[config.mk]
export PLATFORM = sky130hd
export DESIGN_NAME = sha3_pad_absorb_flat
export DESIGN_NICKNAME = d
export VERILOG_FILES = /design/src/rtl/sha3_pkg.sv /design/src/rtl/sha3_pad_absorb_if.sv /design/src/rtl/sha3_pad_lane.sv /design/src/rtl/sha3_pad_absorb.sv /design/src/flat_wrapper.sv
export SDC_FILE = /design/constraint.sdc
export NUM_CORES = 1
export LEC_CHECK = 0
export ABC_CLOCK_PERIOD_IN_PS = 5200
export CORE_AREA = 4 4 250 252
export CTS_CLUSTER_SIZE = 30
export DETAILED_ROUTE_END_ITERATION = 8
export DIE_AREA = 0 0 254 256
export GPL_ROUTABILITY_DRIVEN = 0
export SKIP_LAST_GASP = 1
export SLEW_MARGIN = 30
export SYNTH_ARGS = -nofsm -noshare
export SYNTH_HDL_FRONTEND = slang
export SYNTH_SLANG_ARGS = --single-unit
[constraint.sdc]
create_clock -name clk -period 5.2 [get_ports clk]
set_input_delay 0.52 -clock clk [delete_from_list [all_inputs] [get_ports clk]]
set_output_delay 0.52 -clock clk [all_outputs]
set_load 0.01 [all_outputs]
[src/rtl/sha3_pkg.sv]
// rtl/sha3_pkg.sv - shared constants and state encoding for the SHA-3 pad/absorb feeder
package sha3_pkg;

    localparam int LANE_W         = 64;
    localparam int RATE_WORDS_DEF = 9;

    localparam logic [7:0] SHA3_DOMAIN   = 8'h06;
    localparam logic [7:0] SHAKE_DOMAIN  = 8'h1F;
    localparam logic [7:0] KECCAK_DOMAIN = 8'h01;
    localparam logic [7:0] PAD_END       = 8'h80;

    typedef enum logic [1:0] {
        FILL   = 2'd0,
        OUT    = 2'd1,
        PADBLK = 2'd2
    } state_e;

endpackage

[src/rtl/sha3_pad_absorb_if.sv]
// rtl/sha3_pad_absorb_if.sv - word-in / block-out handshake bundle; msg_len present with SHA3_PAD_MSGLEN_EN
interface sha3_pad_absorb_if
    import sha3_pkg::*;
#(
    parameter int RATE_WORDS = RATE_WORDS_DEF
);
    logic [LANE_W-1:0]            in_data;
    logic [3:0]                   in_bytes;
    logic                         in_last;
    logic                         in_valid;
    logic                         in_ready;
    logic [LANE_W*RATE_WORDS-1:0] blk_data;
    logic                         blk_first;
    logic                         blk_last;
    logic                         blk_valid;
    logic                         blk_ready;
`ifdef SHA3_PAD_MSGLEN_EN
    logic [63:0]                  msg_len;
`endif

    modport master (
        output in_data, in_bytes, in_last, in_valid, blk_ready,
        input  in_ready, blk_data, blk_first, blk_last, blk_valid
`ifdef SHA3_PAD_MSGLEN_EN
        , input msg_len
`endif
    );

    modport slave (
        input  in_data, in_bytes, in_last, in_valid, blk_ready,
        output in_ready, blk_data, blk_first, blk_last, blk_valid
`ifdef SHA3_PAD_MSGLEN_EN
        , output msg_len
`endif
    );

endinterface

[src/rtl/sha3_pad_lane.sv]
// rtl/sha3_pad_lane.sv - masks one message lane and inserts the domain byte / final 0x80
module sha3_pad_lane
    import sha3_pkg::*;
#(
    parameter logic [7:0] DOMAIN = SHA3_DOMAIN
) (
    input  logic [LANE_W-1:0] in_data,
    input  logic [3:0]        in_bytes,
    input  logic              pad_en,
    input  logic              end_en,
    output logic [LANE_W-1:0] lane_out
);

    // Keep valid bytes, place the domain byte right after them, OR the end marker into the top byte
    always_comb begin
        lane_out = '0;
        for (int i = 0; i < 8; i++) begin
            if (4'(i) < in_bytes) begin
                lane_out[8*i +: 8] = in_data[8*i +: 8];
            end else if (pad_en && (4'(i) == in_bytes)) begin
                lane_out[8*i +: 8] = DOMAIN;
            end
        end
        if (end_en) begin
            lane_out[LANE_W-1 -: 8] = lane_out[LANE_W-1 -: 8] | PAD_END;
        end
    end

endmodule

[src/rtl/sha3_pad_absorb.sv]
// rtl/sha3_pad_absorb.sv - packs 64-bit words into padded rate blocks; SHA3_PAD_MSGLEN_EN adds msg_len
module sha3_pad_absorb
    import sha3_pkg::*;
#(
    parameter int         RATE_WORDS = RATE_WORDS_DEF,
    parameter logic [7:0] DOMAIN     = SHA3_DOMAIN
) (
    input  logic              clk,
    input  logic              rst,
    sha3_pad_absorb_if.slave  bus
);

    localparam int BLK_W = LANE_W * RATE_WORDS;
    localparam int IDX_W = $clog2(RATE_WORDS + 1);

    state_e             state_q, state_d;
    logic [BLK_W-1:0]   buf_q, buf_d;
    logic [IDX_W-1:0]   idx_q, idx_d;
    logic               pad_pend_q, pad_pend_d;
    logic               first_pend_q, first_pend_d;
    logic               last_q, last_d;

    logic               in_ready_o, blk_valid_o, blk_first_o, blk_last_o;
    logic               accept, handshake, at_end, full_word, overflow, pad_now;
    logic [LANE_W-1:0]  lane_out;

    assign accept    = bus.in_valid && in_ready_o;
    assign handshake = blk_valid_o && bus.blk_ready;
    assign at_end    = (idx_q == IDX_W'(RATE_WORDS - 1));
    assign full_word = (bus.in_bytes == 4'd8);
    // A full final word in the last lane leaves no room for padding: a pad-only block follows
    assign overflow  = bus.in_last && full_word && at_end;
    assign pad_now   = bus.in_last && !overflow;

    sha3_pad_lane #(.DOMAIN(DOMAIN)) u_lane (
        .in_data  (bus.in_data),
        .in_bytes (bus.in_bytes),
        .pad_en   (pad_now),
        .end_en   (pad_now && at_end),
        .lane_out (lane_out)
    );

    // State and datapath registers
    always_ff @(posedge clk) begin
        if (rst) begin
            state_q      <= FILL;
            buf_q        <= '0;
            idx_q        <= '0;
            pad_pend_q   <= 1'b0;
            first_pend_q <= 1'b1;
            last_q       <= 1'b0;
        end else begin
            state_q      <= state_d;
            buf_q        <= buf_d;
            idx_q        <= idx_d;
            pad_pend_q   <= pad_pend_d;
            first_pend_q <= first_pend_d;
            last_q       <= last_d;
        end
    end

    // Next-state: fill until the rate is full or the message ends, then hold the block
    always_comb begin
        state_d = state_q;
        unique case (state_q)
            FILL:    if (accept && (at_end || bus.in_last)) state_d = OUT;
            OUT:     if (handshake) state_d = pad_pend_q ? PADBLK : FILL;
            PADBLK:  if (handshake) state_d = FILL;
            default: state_d = FILL;
        endcase
    end

    // Buffer, lane index and tag flags
    always_comb begin
        buf_d        = buf_q;
        idx_d        = idx_q;
        pad_pend_d   = pad_pend_q;
        first_pend_d = first_pend_q;
        last_d       = last_q;
        unique case (state_q)
            FILL: if (accept) begin
                buf_d[LANE_W*int'(idx_q) +: LANE_W] = lane_out;
                if (pad_now) begin
                    // Full final word: domain byte starts the next (still empty) lane
                    if (full_word) begin
                        buf_d[LANE_W*(int'(idx_q) + 1) +: LANE_W] = {{(LANE_W-8){1'b0}}, DOMAIN};
                    end
                    if (!at_end) begin
                        buf_d[BLK_W-1 -: 8] = buf_d[BLK_W-1 -: 8] | PAD_END;
                    end
                    last_d = 1'b1;
                end
                if (overflow) pad_pend_d = 1'b1;
                if (!(at_end || bus.in_last)) idx_d = idx_q + IDX_W'(1);
            end
            OUT: if (handshake) begin
                buf_d        = '0;
                idx_d        = '0;
                first_pend_d = last_q;
                last_d       = 1'b0;
                if (pad_pend_q) begin
                    buf_d[7:0]          = DOMAIN;
                    buf_d[BLK_W-1 -: 8] = buf_d[BLK_W-1 -: 8] | PAD_END;
                end
            end
            PADBLK: if (handshake) begin
                buf_d        = '0;
                pad_pend_d   = 1'b0;
                first_pend_d = 1'b1;
            end
            default: ;
        endcase
    end

    // Handshake and tag outputs decoded from the held state
    always_comb begin
        in_ready_o  = (state_q == FILL) && !rst;
        blk_valid_o = (state_q == OUT) || (state_q == PADBLK);
        blk_first_o = blk_valid_o && first_pend_q;
        blk_last_o  = ((state_q == OUT) && last_q) || (state_q == PADBLK);
    end

    assign bus.in_ready  = in_ready_o;
    assign bus.blk_valid = blk_valid_o;
    assign bus.blk_first = blk_first_o;
    assign bus.blk_last  = blk_last_o;
    assign bus.blk_data  = buf_q;

`ifdef SHA3_PAD_MSGLEN_EN
    logic [63:0] len_q, len_d;

    // Message byte count, cleared once the final block is taken
    always_comb begin
        len_d = len_q;
        if (accept) len_d = len_q + 64'(bus.in_bytes);
        if (handshake && blk_last_o) len_d = '0;
    end

    // Length register
    always_ff @(posedge clk) begin
        if (rst) len_q <= '0;
        else     len_q <= len_d;
    end

    assign bus.msg_len = len_q;
`endif

endmodule

[src/flat_wrapper.sv]
// flat-port wrapper written by rule: the top's interface ports become plain ports
module sha3_pad_absorb_flat import sha3_pkg::*;
#(
    parameter int         RATE_WORDS = RATE_WORDS_DEF,
    parameter logic [7:0] DOMAIN     = SHA3_DOMAIN
)
  (clk, rst, bus_in_data, bus_in_bytes, bus_in_last, bus_in_valid, bus_blk_ready, bus_in_ready, bus_blk_data, bus_blk_first, bus_blk_last, bus_blk_valid);
  sha3_pad_absorb_if #(.RATE_WORDS(RATE_WORDS)) bus_i ();
  input  logic clk;
  input  logic rst;
  input wire logic [$bits(bus_i.in_data)-1:0] bus_in_data;
  input wire logic [$bits(bus_i.in_bytes)-1:0] bus_in_bytes;
  input wire logic [$bits(bus_i.in_last)-1:0] bus_in_last;
  input wire logic [$bits(bus_i.in_valid)-1:0] bus_in_valid;
  input wire logic [$bits(bus_i.blk_ready)-1:0] bus_blk_ready;
  output wire logic [$bits(bus_i.in_ready)-1:0] bus_in_ready;
  output wire logic [$bits(bus_i.blk_data)-1:0] bus_blk_data;
  output wire logic [$bits(bus_i.blk_first)-1:0] bus_blk_first;
  output wire logic [$bits(bus_i.blk_last)-1:0] bus_blk_last;
  output wire logic [$bits(bus_i.blk_valid)-1:0] bus_blk_valid;
  assign bus_i.in_data = bus_in_data;
  assign bus_i.in_bytes = bus_in_bytes;
  assign bus_i.in_last = bus_in_last;
  assign bus_i.in_valid = bus_in_valid;
  assign bus_i.blk_ready = bus_blk_ready;
  assign bus_in_ready = bus_i.in_ready;
  assign bus_blk_data = bus_i.blk_data;
  assign bus_blk_first = bus_i.blk_first;
  assign bus_blk_last = bus_i.blk_last;
  assign bus_blk_valid = bus_i.blk_valid;
  sha3_pad_absorb #(.RATE_WORDS(RATE_WORDS), .DOMAIN(DOMAIN)) u_core (.clk(clk), .rst(rst), .bus(bus_i));
endmodule
After elaboration in Yosys (flattened, before gate mapping)
Index checks and enable logic that the tools add are counted.

word-level totals
  register bits = 585
  word-level logic and storage cells = 122
  output and inout bits = 580
  bits of input ports = 73

cells by class
  $add $sub $neg = 4
  magnitude comparators = 8
  reduce and logical (&&, ||, !) cells = 35
  muxes and demuxes = 47
  shift-type cells = 4
  equal/unequal tests = 18

operators with widths
  cell                                                          number
  two-way mux 576 bit                                           5
  one-hot mux 576 bit (3 select lines)                          1
  bitwise mux 576 bit                                           2
  variable shift 64 x 33 -> 576 bit, first input constant       2
  indexed part select 64 x 33 -> 576 bit                        1
  indexed part select 64 x 33 -> 576 bit, first input constant  1
  two-way mux 8 bit                                             11
  negation 10 -> 33 bit                                         1
  negation 32 -> 33 bit                                         1
  two-way mux 3 bit                                             9
  logical AND 1 bit                                             18
  equality test 3 x 4 -> 1 bit, first input constant            4
  less-than comparator 3 x 4 -> 1 bit, first input constant     4
  AND reduction 4 bit                                           4
  two-way mux 4 bit                                             3
  != test 2 x 1 -> 1 bit, second input constant                 6
  equality test 2 x 4 -> 1 bit, first input constant            2
  equality test 4 bit, second input constant                    2
  less-than comparator 1 x 4 -> 1 bit, first input constant     2
  less-than comparator 2 x 4 -> 1 bit, first input constant     2
  two-way mux 2 bit                                             4
  one-hot mux 4 bit (2 select lines)                            1
  two-way mux 1 bit                                             7
  one-hot mux 1 bit (2 select lines)                            3
  14 further kinds                                              20

Logic depth before layout (Yosys ltp)
  depth in word-level cells = 17
  mapped depth = 13
  mapped depth without buffers = 10

Cells and area by module
A second synthesis with hierarchy kept.

second synthesis, totals
  cells, all modules = 1,837
  area total of the unflattened synthesis = 20,693.6 um2

by module, submodules not included
  module           area each (um2)  cells each  seq. area each (um2)  instances
  sha3_pad_absorb  20,039.2         1,731       11,711.2              1
  sha3_pad_lane    654.4            106         0.0                   1

Worst setup path after synthesis
Ideal clock, no wire load.

  path type = flip-flop to flip-flop
  start point = reg u_core.idx_q[2]
  end point = reg u_core.buf_q[315] (netlist: u_core.bus.blk_data[315])
  setup time = 0.117 ns
  path slack = 2.177 ns
  data required time = 5.083 ns
  path buffers = 4
  period minus slack after synthesis = 3.023 ns
  data arrival time = 2.906 ns
  cell stages (with the launch flop) = 13
  cell sequence = dfxtp_1 -> clkbuf_1 -> clkbuf_1 -> nor3_1 -> ha_1 -> and2b_1 -> nor3b_1 -> nand2_1 -> a31o_2 -> nor2b_1 -> buf_2 -> buf_6 -> a22o_1

between the ends
  cells in the longest elaborated chain, start to end = 15
  elaborated cells on any way between the ends = 43
  those cells by class = add/sub: 3; eq/ne: 1; shift: 4; mux: 23; reduce/logical: 12

ends and longest elaborated chain
  element                                                         line                   RTL
  from (decl)                                                     sha3_pad_absorb.sv:18  logic [IDX_W-1:0] idx_q, idx_d;
  from (signal assigned)                                          sha3_pad_absorb.sv:55  idx_q <= idx_d;
  branches (longest 12 deep; another with negation 32 -> 33 bit)  -
  two-way mux 576 bit *                                           sha3_pad_absorb.sv:83  if (pad_now) begin
  two-way mux 576 bit *                                           sha3_pad_absorb.sv:81  FILL: if (accept) begin
  one-hot mux 576 bit (3 select lines) *                          sha3_pad_absorb.sv:80  unique case (state_q)
  to (signal assigned)                                            sha3_pad_absorb.sv:54  buf_q <= buf_d;
  to (decl)                                                       sha3_pad_absorb.sv:17  logic [BLK_W-1:0] buf_q, buf_d;

Every way passes the cells marked *. The select of a mux whose other input is x is not followed.
A chain may end at the register's enable or synchronous reset.

Final worst setup path
  start point = reg u_core.idx_q[0]
  end point = reg u_core.buf_q[400] (netlist: u_core.bus.blk_data[400])

The elaborated chain is that of the path after synthesis.

==> results by group <==
Placement
  • Pre-CTS WS: 1.38 ns
  • PortBufs: 652
  • Hpwl dp: slightly below 70 mm
  • Placed Cells: 3155

Timing
  • Worst setup margin: 1.32 ns
  • Fmax: about 260 MHz
  • Final period util: 74.7%
  • TNS Setup: 0 ns
  • Worst-Margin Slew: approximately 0.97 ns
  • Final Hold Vio Count: 0
  • Post-layout minimum cycle time: 3.88 ns
  • Relative slew slack: a little over a third
  • RSZ-0062 raised after global routing: no
  • Clk_skew: 0.0194 ns
  • Final setup fails: 0
  • Slew Viols, Final: 0

Outcome
  • Status: completed

Min path
  • Worst hold-check path type: input port to flop

Floorplan
  • CORE AREA: 60100 um^2
  • Starting density of the core: roughly a third
  • DIE AREA: around 65000 um^2
  • I/O pins: around 650
  • Site Rows: 90
  • Chip height: 256 um
  • Chip width: 254 um

Critical path
  • Critical-path top delay cell: nand3b_2
  • CP Cell Sequence: inv_1, ha_1, nand4bb_1, o21ai_1, mux2i_1, nor2_1, nand3b_2, buf_4, o21ai_0
  • Kind of critical path: flop to flop
  • Arrival @ worst endpoint: 4.44 ns
  • Startpoint types: flop
  • CP peak stage delay: 0.80 ns
  • Top Family by Delay on Critical Path: simple AND/OR/NAND/NOR gates
  • Crit Path Max Fanout: 33
  • Worst Path Buf+Inv: 2
  • Crit. End Element: flop
  • Worst endpoint required time: about 5.8 ns

Clock tree
  • Number of CTS-inserted buffers: slightly above 60
  • CTS tree: done
  • Clk buf depth: 3
  • Post-CTS Hold Buffers: 0
  • Clock sink count: approximately 600
  • Clock transition at path regs: 0.06 ns
  • Clock root buffer: clkbuf_16
  • # Post-CTS Setup Buffers: 0
  • CTS-repair resized insts: 0
  • Worst-Skew Late Latency: approximately 0.63 ns
  • H-tree depth: 2

Power
  • P per Cell Area: between 300 and 400 nW/um^2
  • Leakage: 10.1 nW
  • Maximum VDD drop: roughly 230 uV

Logic synthesis
  • Post-Syn Nets: roughly 1.9k
  • Mapped Cells: 1817
  • Seq/Total Area, Yosys: 58.5%
  • Seq cells post-synth: between 500 and 600
  • Cell Area, Synth: 20000 um^2
  • Commonest register cell after synthesis: dfxtp_1
  • Async set-or-reset flop fraction in the synthesized netlist: 0%
  • Synth warn: 0
  • Distinct cells, synth: 80
  • Syn Area/Cell: about 11 um^2
  • EDFF count, synth: 0

Routing
  • WL final: approximately 93 mm
  • Post-DRT Antenna Nets: 0
  • First drt pass iteration count: 5
  • Residual DRC: 0
  • Routed length per instance: around 28 um
  • DRT iter0 DRCs: roughly 1.4k
  • DR vias/cell: 5.52
  • Via Count: between 15k and 20k

Global routing
  • Initial antenna violation count: 4
  • Total grt overflow: 0
  • First-pass GRT wire length: roughly 130 mm
  • Vias in the first global route: ~18k
  • All-Layer GR Usage: between 20% and 30%
  • Largest net degree at the start of global routing: 63

Finish
  • Most common cell after layout, fill and taps aside: clkdlybuf4s50_1
  • Number of nets in the final layout: 2520
  • Final Non-Filler Cells: around 3.3k
  • Share of layout cells above drive strength 1: approximately 8.4%
  • Most frequent cells in the layout: clkdlybuf4s50_1 (651), dfxtp_1 (585), o2bb2ai_1 (289)
  • Synthesis-to-finish area growth: 46.7%

Job
  • Max_cap viols: 0
## logic make-up after synthesis
| group | share of synthesized area [%] |
|---|---|
| compound gates | 27.7 |
| fa+ha+maj | 0.688 |
| simple gates | 9.38 |
| mux | 0.263 |
| buf+inv | 3.28 |
| flops | 58.5 |
| xor+xnor | 0.131 |
## through the flow
| step | utilization, % | hold WS [ns] | area, um^2 | total power [mW] |
|---|---|---|---|---|
| after floorplan | - | 0.463 | 20000 | 5.05 |
| after global placement | 45.4 | 0.435 | 27300 | 5.45 |
| after detailed placement | 45.5 | 0.445 | 27300 | 5.47 |
| after CTS | 48.8 | 0.404 | 29400 | 9.85 |
| after global routing | 48.8 | 0.429 | 29400 | 10.1 |
| final | 48.8 | 0.436 | 29400 | 9.79 |
## area by class of cell
type	instances	area (um^2)
fill	5459	30800
multi-input combinational	1086	7750
inverter	9	33.8
clock inverter	29	302
tap	782	978
antenna	2	5.00
clock buffer	84	1720
timing repair buffer	693	6860
sequential	585	11700
## where the power goes
part           switching, mW  internal (mW)  leakage, nW  total, mW
sequential            0.0338           4.53         4.71       4.56
clock                   1.89           2.52        0.991       4.41
combinational          0.559          0.259         4.43      0.818
total                   2.48           7.31         10.1       9.79
## worst register-to-register path: cells and delay by family, from the launching register on
family | cells | cell delay [ns]
AOI/OAI and AO/OA | 2 | 0.32
DFF | 1 | 0.66
muxes | 1 | 0.36
and+or+nand+nor | 3 | 1.22
buffers and inverters | 2 | 0.77
adders and majority gates | 1 | 0.49
## worst paths after layout
path / slack [ns] / from / depth (start not counted) / endpoint
hold / removal: 0.44 / rst / 3 / u_core.state_q[1]
setup reg to reg: 1.32 / u_core.idx_q[0] / 9 / u_core.bus.blk_data[400]
hold reg to reg: 0.46 / u_core.bus.blk_data[417] / 2 / u_core.bus.blk_data[417]
setup / recovery: 1.32 / u_core.idx_q[0] / 9 / u_core.bus.blk_data[400]
## per-layer routing
metal / GRT usage [%] / vias up / part of all wire (%)
met4: 9.02 / 6 / 3.7
met5: 0 / - / 0.045
li1: - / 8087 / -
met1: 32.7 / 8874 / 39
met2: 45.4 / 902 / 48
met3: 8.70 / 166 / 9.4
## flip-flops by register name, summed over array words and instances (netlist names)
| signal | flops |
|---|---|
| u_core.bus.blk_data | 576 |
| u_core.idx_q | 4 |
| u_core.state_q | 2 |
| u_core.first_pend_q | 1 |
| u_core.last_q | 1 |
| u_core.pad_pend_q | 1 |
## cells in the mapped netlist, drive strengths merged (12+ instances only)
cell	count	area (um^2)
nor2	128	505
a22o	195	1710
dfxtp	585	11700
o21ai	60	300
nand3	18	95.1
clkbuf	61	229
or2	12	75.1
a21oi	42	210
nand2	173	649
buf	76	394
nor3	13	86.3
o2bb2ai	289	2530
Note: power is estimated with default switching activity, not from simulation.
